==> src/rtl/mc_control_pkg.sv <==
// Shared types and constants for the multicycle MIPS control unit.
// It holds the state encodings, the opcode/funct/ALU codes and the per-state control word.
package mc_control_pkg;

  typedef enum logic [3:0] {
    S_FETCH   = 4'd0,
    S_DECODE  = 4'd1,
    S_MEMADR  = 4'd2,
    S_MEMRD   = 4'd3,
    S_MEMWB   = 4'd4,
    S_MEMWR   = 4'd5,
    S_EXECUTE = 4'd6,
    S_ALUWB   = 4'd7,
    S_BRANCH  = 4'd8,
    S_ADDIEX  = 4'd9,
    S_ADDIWB  = 4'd10,
    S_JUMP    = 4'd11
  } state_t;

  localparam logic [5:0] OP_RTYPE = 6'h00;
  localparam logic [5:0] OP_LW    = 6'h23;
  localparam logic [5:0] OP_SW    = 6'h2B;
  localparam logic [5:0] OP_BEQ   = 6'h04;
  localparam logic [5:0] OP_ADDI  = 6'h08;
  localparam logic [5:0] OP_J     = 6'h02;

  localparam logic [5:0] FN_ADD = 6'h20;
  localparam logic [5:0] FN_SUB = 6'h22;
  localparam logic [5:0] FN_AND = 6'h24;
  localparam logic [5:0] FN_OR  = 6'h25;
  localparam logic [5:0] FN_SLT = 6'h2A;

  localparam logic [1:0] ALUOP_ADD   = 2'b00;
  localparam logic [1:0] ALUOP_SUB   = 2'b01;
  localparam logic [1:0] ALUOP_FUNCT = 2'b10;

  localparam logic [2:0] ALUC_AND = 3'b000;
  localparam logic [2:0] ALUC_OR  = 3'b001;
  localparam logic [2:0] ALUC_ADD = 3'b010;
  localparam logic [2:0] ALUC_SUB = 3'b110;
  localparam logic [2:0] ALUC_SLT = 3'b111;

  typedef struct packed {
    logic       iord;
    logic       alusrca;
    logic       regdst;
    logic       memtoreg;
    logic [1:0] alusrcb;
    logic [1:0] pcsrc;
    logic       irwrite;
    logic       pcwrite;
    logic       branch;
    logic       memwrite;
    logic       regwrite;
    logic       retire;
    logic [1:0] aluop;
  } ctrl_t;

  function automatic logic opcode_legal(input logic [5:0] op);
    case (op)
      OP_RTYPE, OP_LW, OP_SW, OP_BEQ, OP_ADDI, OP_J: opcode_legal = 1'b1;
      default:                                       opcode_legal = 1'b0;
    endcase
  endfunction

  // Moore control word for a state; anything not set here stays 0.
  function automatic ctrl_t ctrl_for_state(input state_t s);
    ctrl_t c;
    c       = '0;
    c.aluop = ALUOP_ADD;
    case (s)
      S_FETCH: begin
        c.irwrite = 1'b1;
        c.pcwrite = 1'b1;
        c.alusrcb = 2'b01;
      end
      S_DECODE: c.alusrcb = 2'b11;
      S_MEMADR, S_ADDIEX: begin
        c.alusrca = 1'b1;
        c.alusrcb = 2'b10;
      end
      S_MEMRD: c.iord = 1'b1;
      S_MEMWB: begin
        c.regwrite = 1'b1;
        c.memtoreg = 1'b1;
        c.retire   = 1'b1;
      end
      S_MEMWR: begin
        c.iord     = 1'b1;
        c.memwrite = 1'b1;
        c.retire   = 1'b1;
      end
      S_EXECUTE: begin
        c.alusrca = 1'b1;
        c.aluop   = ALUOP_FUNCT;
      end
      S_ALUWB: begin
        c.regdst   = 1'b1;
        c.regwrite = 1'b1;
        c.retire   = 1'b1;
      end
      S_ADDIWB: begin
        c.regwrite = 1'b1;
        c.retire   = 1'b1;
      end
      S_BRANCH: begin
        c.alusrca = 1'b1;
        c.branch  = 1'b1;
        c.pcsrc   = 2'b01;
        c.aluop   = ALUOP_SUB;
        c.retire  = 1'b1;
      end
      S_JUMP: begin
        c.pcwrite = 1'b1;
        c.pcsrc   = 2'b10;
        c.retire  = 1'b1;
      end
      default: c = '0;
    endcase
    return c;
  endfunction

endpackage

==> src/rtl/mc_alu_decoder.sv <==
// Combinational ALU-control decode: maps (ALUOp, funct) to the 3-bit ALU operation.
// funct_illegal flags an unsupported funct while in funct mode.
module mc_alu_decoder
  import mc_control_pkg::*;
(
  input  logic [1:0] ALUOp,
  input  logic [5:0] funct,
  output logic [2:0] ALUControl,
  output logic       funct_illegal
);

  always_comb begin
    ALUControl    = ALUC_ADD;
    funct_illegal = 1'b0;
    case (ALUOp)
      ALUOP_ADD: ALUControl = ALUC_ADD;
      ALUOP_SUB: ALUControl = ALUC_SUB;
      ALUOP_FUNCT: begin
        case (funct)
          FN_ADD:  ALUControl = ALUC_ADD;
          FN_SUB:  ALUControl = ALUC_SUB;
          FN_AND:  ALUControl = ALUC_AND;
          FN_OR:   ALUControl = ALUC_OR;
          FN_SLT:  ALUControl = ALUC_SLT;
          default: funct_illegal = 1'b1;
        endcase
      end
      default: ALUControl = ALUC_ADD;
    endcase
  end

endmodule

==> src/rtl/mc_control_unit.sv <==
// Multicycle MIPS control unit: Moore FSM sequencing a shared-memory, single-ALU datapath.
// Define MC_CONTROL_MEMREADY_EN to stall FETCH/MEMRD/MEMWR until mem_ready.
module mc_control_unit
  import mc_control_pkg::*;
#(
  parameter int ALUC_W = 3
) (
  input  logic              clk,
  input  logic              reset,
  input  logic [5:0]        opcode,
  input  logic [5:0]        funct,
  input  logic              zero,
  input  logic              mem_ready,
  output logic              IorD,
  output logic              ALUSrcA,
  output logic              RegDst,
  output logic              MemtoReg,
  output logic [1:0]        ALUSrcB,
  output logic [1:0]        PCSrc,
  output logic              IRWrite,
  output logic              PCWrite,
  output logic              Branch,
  output logic              MemWrite,
  output logic              RegWrite,
  output logic              PCEn,
  output logic [ALUC_W-1:0] ALUControl,
  output logic              illegal,
  output logic              instr_done,
  output logic [3:0]        state
);

  state_t     state_q;
  state_t     state_d;
  ctrl_t      ctrl_q;
  logic       mem_ok;
  logic       stall;
  logic       op_legal;
  logic       funct_illegal;
  logic       pcwrite_eff;
  logic [2:0] aluc3;

`ifdef MC_CONTROL_MEMREADY_EN
  assign mem_ok = mem_ready;
`else
  // Handshake disabled: memory is always ready; OR keeps the port referenced.
  assign mem_ok = mem_ready | 1'b1;
`endif

  assign op_legal = opcode_legal(opcode);
  assign stall    = ~mem_ok & ((state_q == S_FETCH) | (state_q == S_MEMRD) |
                               (state_q == S_MEMWR));

  always_comb begin
    state_d = state_q;
    case (state_q)
      S_FETCH:  state_d = mem_ok ? S_DECODE : S_FETCH;
      S_DECODE: begin
        case (opcode)
          OP_LW, OP_SW: state_d = S_MEMADR;
          OP_RTYPE:     state_d = S_EXECUTE;
          OP_BEQ:       state_d = S_BRANCH;
          OP_ADDI:      state_d = S_ADDIEX;
          OP_J:         state_d = S_JUMP;
          default:      state_d = S_FETCH;
        endcase
      end
      S_MEMADR:  state_d = (opcode == OP_LW) ? S_MEMRD : S_MEMWR;
      S_MEMRD:   state_d = mem_ok ? S_MEMWB : S_MEMRD;
      S_MEMWB:   state_d = S_FETCH;
      S_MEMWR:   state_d = mem_ok ? S_FETCH : S_MEMWR;
      S_EXECUTE: state_d = S_ALUWB;
      S_ALUWB:   state_d = S_FETCH;
      S_ADDIEX:  state_d = S_ADDIWB;
      S_ADDIWB:  state_d = S_FETCH;
      S_BRANCH:  state_d = S_FETCH;
      S_JUMP:    state_d = S_FETCH;
      default:   state_d = S_FETCH;
    endcase
  end

  // Control word is registered alongside the state so outputs come straight from flops.
  always_ff @(posedge clk or posedge reset) begin
    if (reset) begin
      state_q <= S_FETCH;
      ctrl_q  <= ctrl_for_state(S_FETCH);
    end else begin
      state_q <= state_d;
      ctrl_q  <= ctrl_for_state(state_d);
    end
  end

  mc_alu_decoder u_alu_decoder (
    .ALUOp         (ctrl_q.aluop),
    .funct         (funct),
    .ALUControl    (aluc3),
    .funct_illegal (funct_illegal)
  );

  assign pcwrite_eff = ctrl_q.pcwrite & ~stall & ~reset;

  assign IorD     = ctrl_q.iord;
  assign ALUSrcA  = ctrl_q.alusrca;
  assign RegDst   = ctrl_q.regdst;
  assign MemtoReg = ctrl_q.memtoreg;
  assign ALUSrcB  = ctrl_q.alusrcb;
  assign PCSrc    = ctrl_q.pcsrc;
  assign Branch   = ctrl_q.branch;
  assign IRWrite  = ctrl_q.irwrite & ~stall & ~reset;
  assign PCWrite  = pcwrite_eff;
  assign MemWrite = ctrl_q.memwrite & ~reset;
  assign RegWrite = ctrl_q.regwrite & ~reset;
  assign PCEn     = (pcwrite_eff | (ctrl_q.branch & zero)) & ~reset;
  assign state    = state_q;

  assign illegal = ~reset & (((state_q == S_DECODE) & ~op_legal) |
                             ((state_q == S_EXECUTE) & funct_illegal));

  // A stalled MEMWR keeps MemWrite high but retires only on its ready cycle.
  assign instr_done = ~reset & ((ctrl_q.retire & ~stall) |
                                ((state_q == S_DECODE) & ~op_legal));

  always_comb begin
    ALUControl      = '0;
    ALUControl[2:0] = aluc3;
  end

endmodule
==> config.mk <==
export PLATFORM = sky130hd
export DESIGN_NAME = mc_control_unit
export DESIGN_NICKNAME = d
export VERILOG_FILES = /design/src/rtl/mc_control_pkg.sv /design/src/rtl/mc_alu_decoder.sv /design/src/rtl/mc_control_unit.sv
export SDC_FILE = /design/constraint.sdc
export NUM_CORES = 1
export LEC_CHECK = 0
export CORE_UTILIZATION = 47
export CTS_CLUSTER_SIZE = 25
export DETAILED_ROUTE_END_ITERATION = 8
export HOLD_SLACK_MARGIN = 0.05
export PLACE_DENSITY = 0.84
export SLEW_MARGIN = 40
export SYNTH_ARGS = -nofsm -noshare
export SYNTH_HDL_FRONTEND = slang
export SYNTH_HIERARCHICAL = 1
export SYNTH_SLANG_ARGS = --single-unit
==> constraint.sdc <==
create_clock -name clk -period 2.9 [get_ports clk]
set_input_delay 0.435 -clock clk [delete_from_list [all_inputs] [get_ports clk]]
set_output_delay 0.435 -clock clk [all_outputs]
set_load 0.05 [all_outputs]
==> flow_metrics.py <==
metrics = {
    "clocking": {
        "post_cts_buffers": 0,
        "cts-root-buf": "clkbuf_4",
        "numCtsBuffers": 3,
        "htree_levels": 1,
        "cts_tree": "built",
        "clkSinkCount": 18,
        "ctsHoldBuffers": 0,
        "clk_pin_slew_worst_paths_ns": 0.11,
        "cts_buffer_depth": 2,
        "clk_latency_ns": 0.30,
        "ctsResizeCount": 0,
    },
    "route": {
        "drtAntennaViolNets": 0,
        "viasPerCell": 5.47,
        "finalWirelength_um": 2470,
        "dr.first_iter.drc_count": 12,
        "avgRoutedWirePerCell_um": 14.3,
        "drc_errors": 0,
        "dr_total_vias": 947,
        "dr.pass1.iters": 4,
    },
    "yosys": {
        "synth_cell_types": 43,
        "synth_edf_count": 0,
        "ys.flop_type": "dfrtp_1",
        "synth_seq_cells": 18,
        "synth_async_sr_flop_share_pct": 100,
        "syn-num-nets": 131,
        "yosys.area.top_type_share_pct": 34.6,
        "synth_area_leaders": "dfrtp_1 (35%), dfstp_2 (7.3%), nor3_1 (5.1%), nor2b_1 (3.5%), inv_1 (3.1%)",
        "syn_inst": 113,
        "yosysWarnings": 6,
        "ys_seq_area_share_pct": 41.9,
        "synth_area_sq_um": 1080,
        "avgSynthCellArea_sq_um": 9.59,
        "synth_top_area_cell": "dfrtp_1",
    },
    "pwr": {
        "ir_drop_v": 0.000406,
        "power.density_nw_per_um2": 665,
        "power_uw": 989,
        "leakagePower_nw": 0.622,
    },
    "timing": {
        "final-setup-viol-count": 0,
        "fmax_mhz": 380,
        "hold_viol": 0,
        "rsz0062_at_grt": "no",
        "slew_violations": 0,
        "period_minus_slack_ns": 2.63,
        "tightest_slew_ns": 0.655,
        "setup_tns_ns": 0,
        "fin_crit_sh_pct": 90.8,
        "skew_ns": 0.00381,
        "slew_headroom_pct": 56.3,
    },
    "grt": {
        "grt_pass1_wl_um": 4240,
        "overflow": 0,
        "grt_use_total_pct": 22.6,
        "antenna_found_initial": 0,
        "grt_pass1_vias": 941,
        "grt_max_degree": 19,
    },
    "critical_path": {
        "worstPathMaxFanout": 5,
        "end_kind": "output port",
        "startpoint_type": "register",
        "path_class": "reg -> out",
        "reg2reg_depth": 5,
        "cp_data_arrival_time_ns": 2.20,
        "required_ns": 2.47,
    },
    "placed_design": {
        "gp_congestion": 0.858,
        "hpwl_um": 1840,
        "dpl.cell_count": 169,
        "port-buffer-count": 37,
    },
    "finish": {
        "final_common_cell": "clkdlybuf4s50_1",
        "nNetsFinal": 164,
        "layout-drive-gt1-share_pct": 13.1,
        "num-fill-cells": 184,
        "layout_common_cells": "clkdlybuf4s50_1 (33), dfrtp_1 (15), nor3_1 (11)",
        "fin_util_pct": 67.8,
        "synthToLayoutAreaGrowth_pct": 37.2,
        "finalNonFillerCells": 173,
        "antenna_cells": 0,
    },
    "min_path": {
        "min_path_cells": 2,
        "hp-class": "reg -> reg",
    },
    "floorplan": {
        "rows": 17,
        "io_pins": 39,
        "die_x_um": 50.0,
        "core_sq_um": 2190,
        "die-area_sq_um": 2500,
        "start_util_pct": 49.5,
        "die_height_um": 50.0,
    },
    "flow_run": {
        "max_cap_violations": 0,
    },
    "status": {
        "status": "completed",
    },
}
==> synthesized netlist by cell type (2+ instances only) <==
cell and count:
a21oi_1 6, and4bb_1 2, buf_2 3, buf_4 4
dfrtp_1 15, dfstp_2 3, ha_1 2, inv_1 9
nand2_1 7, nor2_1 6, nor2b_1 6, nor3_1 11
nor3b_1 2, nor4_1 3, o211a_1 2, o21ai_0 4
or3_1 2
==> metrics by stage <==
| stage | setup slack (ns) | instance area [sq um] | hold slack, ns |
|---|---|---|---|
| after floorplan | 0.286 | 1080 | 0.371 |
| after global placement | 0.235 | 1450 | 0.635 |
| after detailed placement | 0.215 | 1450 | 0.645 |
| after CTS | 0.258 | 1490 | 0.655 |
| after global routing | 0.111 | 1490 | 0.712 |
| final | 0.267 | 1490 | 0.668 |
==> power breakdown <==
part	total [mW]	internal (mW)	switching, mW
clock network	0.159	0.0767	0.0825
logic	0.479	0.190	0.289
registers	0.351	0.305	0.0457
total	0.989	0.572	0.417
==> cell families (layout without fill, tap and decap cells) <==
kind of cell | count (synthesis) | after routing | share of synthesized area, %
flops | 18 | 18 | 41.9
mux | 1 | 1 | 0.924
buf+inv | 18 | 50 | 8.08
simple gates | 50 | 50 | 28.4
xor+xnor | 2 | 2 | 2.31
fa+ha+maj | 2 | 2 | 2.31
compound gates | 22 | 22 | 16.1
==> critical path, cell delays in order, from the launching register on <==
cell and delay (ns):
dfrtp_1 0.43, inv_1 0.06, ha_1 0.33, nor2_1 0.06, a41oi_1 0.20, clkdlybuf4s50_1 0.83
==> layer usage <==
metal	vias up	GRT usage, %	wire length (um)
met1	440	25.8	1050
li1	463	-	-
met4	0	8.57	25
met2	40	40.9	1250
met5	-	0	0
met3	4	4.32	141
==> flip-flops by register name, indices dropped and copies added (netlist names) <==
register / flops
RegDst: 1
ALUSrcB: 2
ctrl_q: 7
ALUSrcA: 1
PCSrc: 1
MemtoReg: 1
state: 4
IorD: 1
==> final cells by class <==
type / instances / area [sq um] / area share (%)
flip-flops and latches: 18 / 454 / 30.6
repair buffers: 37 / 385 / 25.9
well taps: 28 / 35.0 / 2.36
clock buffers: 4 / 36.3 / 2.44
multi-input cells: 77 / 542 / 36.4
inverters: 9 / 33.8 / 2.27
==> path summary, 6_finish.rpt <==
path / from / to / slack, ns
worst max register to register: state[0]$_DFF_PP0_ / ALUSrcB[1]$_DFF_PP0_ / 0.82
worst min register to register: state[1]$_DFF_PP0_ / MemtoReg$_DFF_PP0_ / 0.67
worst max-delay path: ctrl_q[0]$_DFF_PP0_ / ALUControl[1] / 0.27
worst min-delay path: state[1]$_DFF_PP0_ / MemtoReg$_DFF_PP0_ / 0.67
min in group asynchronous: reset / ctrl_q[1]$_DFF_PP0_ / 0.74
max in group asynchronous: reset / state[2]$_DFF_PP0_ / 1.74
No activity file was read; power rests on OpenSTA's default activity.
